`config.mk`:
```
export PLATFORM = sky130hd
export DESIGN_NAME = bcd_display_scan
export DESIGN_NICKNAME = d
export VERILOG_FILES = /design/src/rtl/bcd_display_scan.sv
export SDC_FILE = /design/constraint.sdc
export NUM_CORES = 1
export LEC_CHECK = 0
export ABC_CLOCK_PERIOD_IN_PS = 2900
export BUFFER_PORTS_ARGS = -buffer_cell sky130_fd_sc_hd__buf_4
export CORE_MARGIN = 10
export CORE_UTILIZATION = 60
export CTS_BUF_LIST = sky130_fd_sc_hd__clkbuf_16
export DETAILED_ROUTE_END_ITERATION = 12
export PLACE_DENSITY_LB_ADDON = 0.05
export SLEW_MARGIN = 20
export SYNTH_ARGS = -nofsm -noshare
export SYNTH_HDL_FRONTEND = slang
export SYNTH_SLANG_ARGS = --single-unit
```
`constraint.sdc`:
```
create_clock -name clk -period 2.9 [get_ports clk]
set_input_delay 0.435 -clock clk [delete_from_list [all_inputs] [get_ports clk]]
set_output_delay 0.435 -clock clk [all_outputs]
set_load 0.02 [all_outputs]
```
`src/rtl/bcd_display_scan.sv`:
```
// Binary to BCD conversion by serial double-dabble, then time-multiplexed onto one
// 4-bit BCD bus with active-low, one-cold digit enables for the board display.
//   state    | meaning
//   S_IDLE   | waiting for load; display regs hold the last committed value
//   S_SHIFT  | BIN_W double-dabble iterations, one input bit per clock
//   S_COMMIT | copy BCD result and overflow flag into the display regs
module bcd_display_scan #(
  parameter int DIGITS      = 4,
  parameter int BIN_W       = 14,
  parameter int REFRESH_DIV = 100000,
  parameter bit BLANK_LZ    = 1'b1
) (
  input  logic              clk,
  input  logic              rst_n,
  input  logic [BIN_W-1:0]  bin_in,
  input  logic              load,
  output logic              busy,
  output logic              ovf,
  output logic [3:0]        digit_bcd,
  output logic [DIGITS-1:0] anodos
);

  localparam int BCD_W = 4 * DIGITS;
  localparam int IDX_W = (DIGITS > 1) ? $clog2(DIGITS) : 1;
  localparam int REF_W = (REFRESH_DIV > 1) ? $clog2(REFRESH_DIV) : 1;
  localparam int CNT_W = $clog2(BIN_W + 1);
  localparam logic [BIN_W-1:0] MAX_VAL = BIN_W'(10 ** DIGITS - 1);

  typedef enum logic [1:0] {
    S_IDLE,
    S_SHIFT,
    S_COMMIT
  } state_t;

  state_t state, state_nxt;
  logic   accept, shifting, commit;

  logic [CNT_W-1:0]  bit_cnt;
  logic [BIN_W-1:0]  bin_sh;
  logic [BCD_W-1:0]  bcd_sh;
  logic              ovf_pend;
  logic [BCD_W-1:0]  disp, disp_nxt;

  logic [REF_W-1:0]  ref_cnt;
  logic              ref_tc;
  logic [IDX_W-1:0]  idx, idx_nxt;
  logic [3:0]        dig_sel;
  logic [DIGITS-1:0] an_nxt, blank;

  // One double-dabble iteration: +3 on every nibble >= 5, then shift in the next binary bit.
  function automatic logic [BCD_W-1:0] dd_step(input logic [BCD_W-1:0] b, input logic lsb);
    logic [BCD_W-1:0] a;
    a = b;
    for (int i = 0; i < DIGITS; i++) begin
      if (b[4*i +: 4] >= 4'd5) a[4*i +: 4] = b[4*i +: 4] + 4'd3;
    end
    return {a[BCD_W-2:0], lsb};
  endfunction

  always_ff @(posedge clk or negedge rst_n) begin
    if (!rst_n) state <= S_IDLE;
    else        state <= state_nxt;
  end

  always_comb begin
    state_nxt = state;
    accept    = 1'b0;
    shifting  = 1'b0;
    commit    = 1'b0;
    case (state)
      S_IDLE: begin
        if (load) begin
          accept    = 1'b1;
          state_nxt = S_SHIFT;
        end
      end
      S_SHIFT: begin
        shifting = 1'b1;
        if (bit_cnt == '0) state_nxt = S_COMMIT;
      end
      S_COMMIT: begin
        commit    = 1'b1;
        state_nxt = S_IDLE;
      end
      default: state_nxt = S_IDLE;
    endcase
  end

  assign busy = (state != S_IDLE);

  always_ff @(posedge clk or negedge rst_n) begin
    if (!rst_n) begin
      bit_cnt  <= '0;
      bin_sh   <= '0;
      bcd_sh   <= '0;
      ovf_pend <= 1'b0;
    end else if (accept) begin
      bit_cnt  <= CNT_W'(BIN_W - 1);
      bin_sh   <= (bin_in > MAX_VAL) ? MAX_VAL : bin_in;
      bcd_sh   <= '0;
      ovf_pend <= (bin_in > MAX_VAL);
    end else if (shifting) begin
      bit_cnt <= bit_cnt - CNT_W'(1);
      bcd_sh  <= dd_step(bcd_sh, bin_sh[BIN_W-1]);
      bin_sh  <= {bin_sh[BIN_W-2:0], 1'b0};
    end
  end

  always_ff @(posedge clk or negedge rst_n) begin
    if (!rst_n) begin
      disp <= '0;
      ovf  <= 1'b0;
    end else if (commit) begin
      disp <= bcd_sh;
      ovf  <= ovf_pend;
    end
  end

  // Scan outputs are built from next-cycle values so a committed digit shows with busy low.
  assign disp_nxt = commit ? bcd_sh : disp;

  always_comb begin
    ref_tc  = (ref_cnt == REF_W'(REFRESH_DIV - 1));
    idx_nxt = idx;
    if (ref_tc) idx_nxt = (idx == IDX_W'(DIGITS - 1)) ? '0 : idx + IDX_W'(1);
  end

  always_comb begin
    logic nz_hi;
    nz_hi   = 1'b0;
    blank   = '0;
    dig_sel = 4'd0;
    an_nxt  = '1;
    for (int i = DIGITS - 1; i >= 0; i--) begin
      nz_hi    = nz_hi | (disp_nxt[4*i +: 4] != 4'd0);
      blank[i] = BLANK_LZ && (i != 0) && !nz_hi;
    end
    for (int i = 0; i < DIGITS; i++) begin
      if (idx_nxt == IDX_W'(i)) begin
        dig_sel   = disp_nxt[4*i +: 4];
        an_nxt[i] = blank[i];
      end
    end
  end

  always_ff @(posedge clk or negedge rst_n) begin
    if (!rst_n) begin
      ref_cnt   <= '0;
      idx       <= '0;
      digit_bcd <= 4'd0;
      anodos    <= ~DIGITS'(1);
    end else begin
      ref_cnt   <= ref_tc ? '0 : ref_cnt + REF_W'(1);
      idx       <= idx_nxt;
      digit_bcd <= dig_sel;
      anodos    <= an_nxt;
    end
  end

endmodule

```
==> out/results.tsv <==
stage	metric	value	unit
place	DP HPWL	5122	um
place	number of buffers added on ports	26	
pwr	Leakage	2.128	nW
pwr	Combinational Power Share	33.1	%
floorplanning	Initial Util	62.81	%
min_path	Hold Path Class	in -> async	
clock_network	clock buffer depth	2	
detailed_routing	vias per inst	5.771	
synthesis	Distinct cells, synth	39	
synthesis	fraction of registers with async set or reset after synthesis	100.0	%
layout	nets	419	
timing	fin. max-slew vios	0	
job	maxcap violations	0	
global_route	GR Overflow Total	0	
synthesis	most frequent cell after synthesis	dfrtp_1	
detailed_routing	drt first pass iters	4	
pwr	Switching Fraction	35.40	%
timing	Tightest Pin Transition	0.9973	ns
global_route	Tot GR Track Use	15.56	%
layout	number of diodes	0	
detailed_routing	Iteration-0 DRC Markers	158	
timing	crit path time final	2.276	ns
detailed_routing	vias	2718	
setup_path	Worst setup EP type	flop	
timing	Setup TNS	0	ns
pwr	Sw Pwr	0.001467	W
pwr	total power	0.004144	W
pwr	cell-internal power	0.002677	W
clock_network	number of H-tree levels	3	
setup_path	crit path kind	reg -> reg	
synthesis	syn avg cell area	10.48	sq um
clock_network	# clock sinks	81	
synthesis	sequential-to-total area share from yosys stat	53.65	%
layout	Finished Core Util	72.18	%
synthesis	Commonest cells post-synth	78 x dfrtp_1, 40 x nand2_1, 27 x nand3_1, 25 x nor2_1, 24 x o21ai_0	
synthesis	Gate Count Post-Synth	361	
floorplanning	core area	0.006026	sq mm
synthesis	Synth Cell Area	0.003785	sq mm
timing	Fin. Hold Viols	0	
setup_path	Reg2Reg Setup Slack	0.62	ns
detailed_routing	DR WL/cell	16.26	um
clock_network	Clock transition at path regs	0.06	ns
outcome	status	completed	
timing	Slew Limit Headroom	32.46	%
timing	FMAX	0.4394	GHz
layout	Layout Cells excl Fill	471	
synthesis	Post-Syn Nets	389	
clock_network	Clk Latency, worst-skew pair	0.33	ns
setup_path	CP Launch Type	flop	
synthesis	cell taking the most area after synthesis	dfrtp_1	
synthesis	Synth top area share	51.57	%
global_route	first-pass GRT wire length	12770	um
floorplanning	die width	99.43	um
clock_network	post-CTS setup buffers	0	
synthesis	top post-synthesis cells by area	dfrtp_1 52%, mux2i_1 4.5%, nand2_1 4.0%, ha_1 3.6%, nand3_1 3.6%	
global_route	largest net degree at the start of global routing	82	
pwr	power per cell area	952.7	mW/mm^2
pwr	clock power share	25.9	%
global_route	vias in the first global route	2655	
clock_network	root buffer cell	clkbuf_16	
floorplanning	num ports	27	
pwr	VDD IR max	0.7379	mV
timing	Final Skew	0.007195	ns
timing	RSZ-0062 raised after global routing	false	
clock_network	CTS buffer count	9	
pwr	Flop pwr share	41.0	%
timing	final worst path period share	78.48	%
setup_path	worst path required time	3.10	ns
detailed_routing	post-route ant nets	0	
synthesis	yosys synthesis warning count	0	
layout	cell area after layout	0.004349	sq mm
timing	final setup vio count	0	
synthesis	EDFF count, synth	0	
clock_network	CTS Hold Buffers Added	0	
layout	share of cells above drive strength 1	16.16	%
synthesis	synthesized flop and latch total	81	
detailed_routing	final wirelength	7660	um
setup_path	worst-path fanout max	12	
setup_path	arrival time at the worst endpoint	2.47	ns
place	placed cell area	0.004063	sq mm
place	routability cong.	0.8073	
synthesis	Primary FF master, synth	dfrtp_1	
place	placed cells	455	
floorplanning	die area	0.009885	sq mm
detailed_routing	drt drc	0	
layout	area grow syn2layout	14.91	%
clock_network	CTS tree	built	
clock_network	CTS resizes	0	
floorplanning	Die H	99.43	um
global_route	antenna violations before repair	0	
floorplanning	number of core rows	28	
-- power groups by stage --
| stage | logic, W | clock network [W] | registers [W] |
|---|---|---|---|
| final | 0.00137 | 0.00107 | 0.00170 |
| after global routing | 0.00156 | 0.00114 | 0.00173 |
| after CTS | 0.00139 | 0.00110 | 0.00169 |
| after detailed placement | 0.00137 | 0 | 0.00171 |
| after global placement | 0.00132 | 0 | 0.00170 |
| after floorplan | 0.00102 | 0 | 0.00166 |
-- cells in the final DEF (no fill, tap or decap), types with 3 or more instances in the layout --
cell type	count
clkbuf_16	9
xor2_1	10
nor2b_1	4
xnor2_1	12
nor4_1	6
dfstp_2	3
mux2i_1	17
o32ai_1	3
o22ai_1	4
a32o_1	4
mux2_2	8
nand2b_1	5
o31ai_1	6
buf_4	34
nand2_1	40
nand4_1	5
ha_1	11
dfrtp_1	78
nor3_1	4
a21oi_1	9
a22oi_1	9
nand3_1	27
inv_1	17
o21ai_0	24
nor2_1	25
-- worst max-delay path: stages, from the launching register on --
cell and delay, ns:
dfrtp_1 0.40, or4b_4 0.55, nor4_4 0.37, mux2i_1 0.22
buf_4 0.24, mux2i_1 0.24, mux2i_1 0.12
-- worst paths after layout --
path,from,endpoint,cells past startpoint
setup / recovery,ref_cnt[12]$_DFF_PN0_,digit_bcd[3]$_DFF_PN0_,6
hold / removal,rst_n,disp[15]$_DFF_PN0_,1
setup reg to reg,ref_cnt[12]$_DFF_PN0_,digit_bcd[3]$_DFF_PN0_,6
hold reg to reg,bin_sh[10]$_DFFE_PN0P_,bin_sh[11]$_DFFE_PN0P_,2
max in group asynchronous,rst_n,bit_cnt[2]$_DFFE_PN0P_,1
min in group clk,bin_in[0],bin_sh[0]$_DFFE_PN0P_,3
-- flip-flops by register name, summed over array words and instances, names as in the netlist --
register and count:
state 2, bin_sh 14, ovf_pend 1, digit_bcd 4, bcd_sh 16, disp 16, ovf 1, ref_cnt 17
idx 2, anodos 4, bit_cnt 4
-- logic make-up (layout without fill, tap and decap cells) --
kind of cell / after synthesis / after routing / share of synthesized area [%]
multiplexers: 25 / 25 / 6.876
buffers and inverters: 31 / 66 / 3.471
XOR/XNOR: 22 / 22 / 5.091
flip-flops: 81 / 81 / 53.65
AND/OR/NAND/NOR: 130 / 130 / 17.02
adder cells (fa/ha/maj): 11 / 11 / 3.636
AO/OA/AOI/OAI: 61 / 61 / 10.25
-- routing by layer --
metal  share of wire [%]  GRT usage [%]  up-vias  routed length [um]
met5                   0              0        -                   0
met4                0.64          4.741        0                  49
met3                 4.9          4.567        4                 373
met2                  48          23.95       69                3677
met1                  46          20.67     1315                3559
li1                    -              -     1330                   -
-- layout make-up --
cell class / count / area, sq um
tap: 75 / 93.84
inverter: 16 / 60.06
fill: 433 / 1677
clock buffer: 9 / 225.2
sequential: 81 / 2031
clock inverter: 7 / 58.81
timing repair buffer: 34 / 255.2
multi-input combinational: 249 / 1625
-- through the flow --
stage                     hold slack [ns]  setup slack (ns)
after detailed placement           0.4643            0.6455
after floorplan                    0.1394            0.5492
final                              0.2559            0.6240
after global routing               0.3481            0.4613
after CTS                          0.3188            0.6106
after global placement             0.4525            0.7139
No activity file was read; power rests on OpenSTA's default activity.
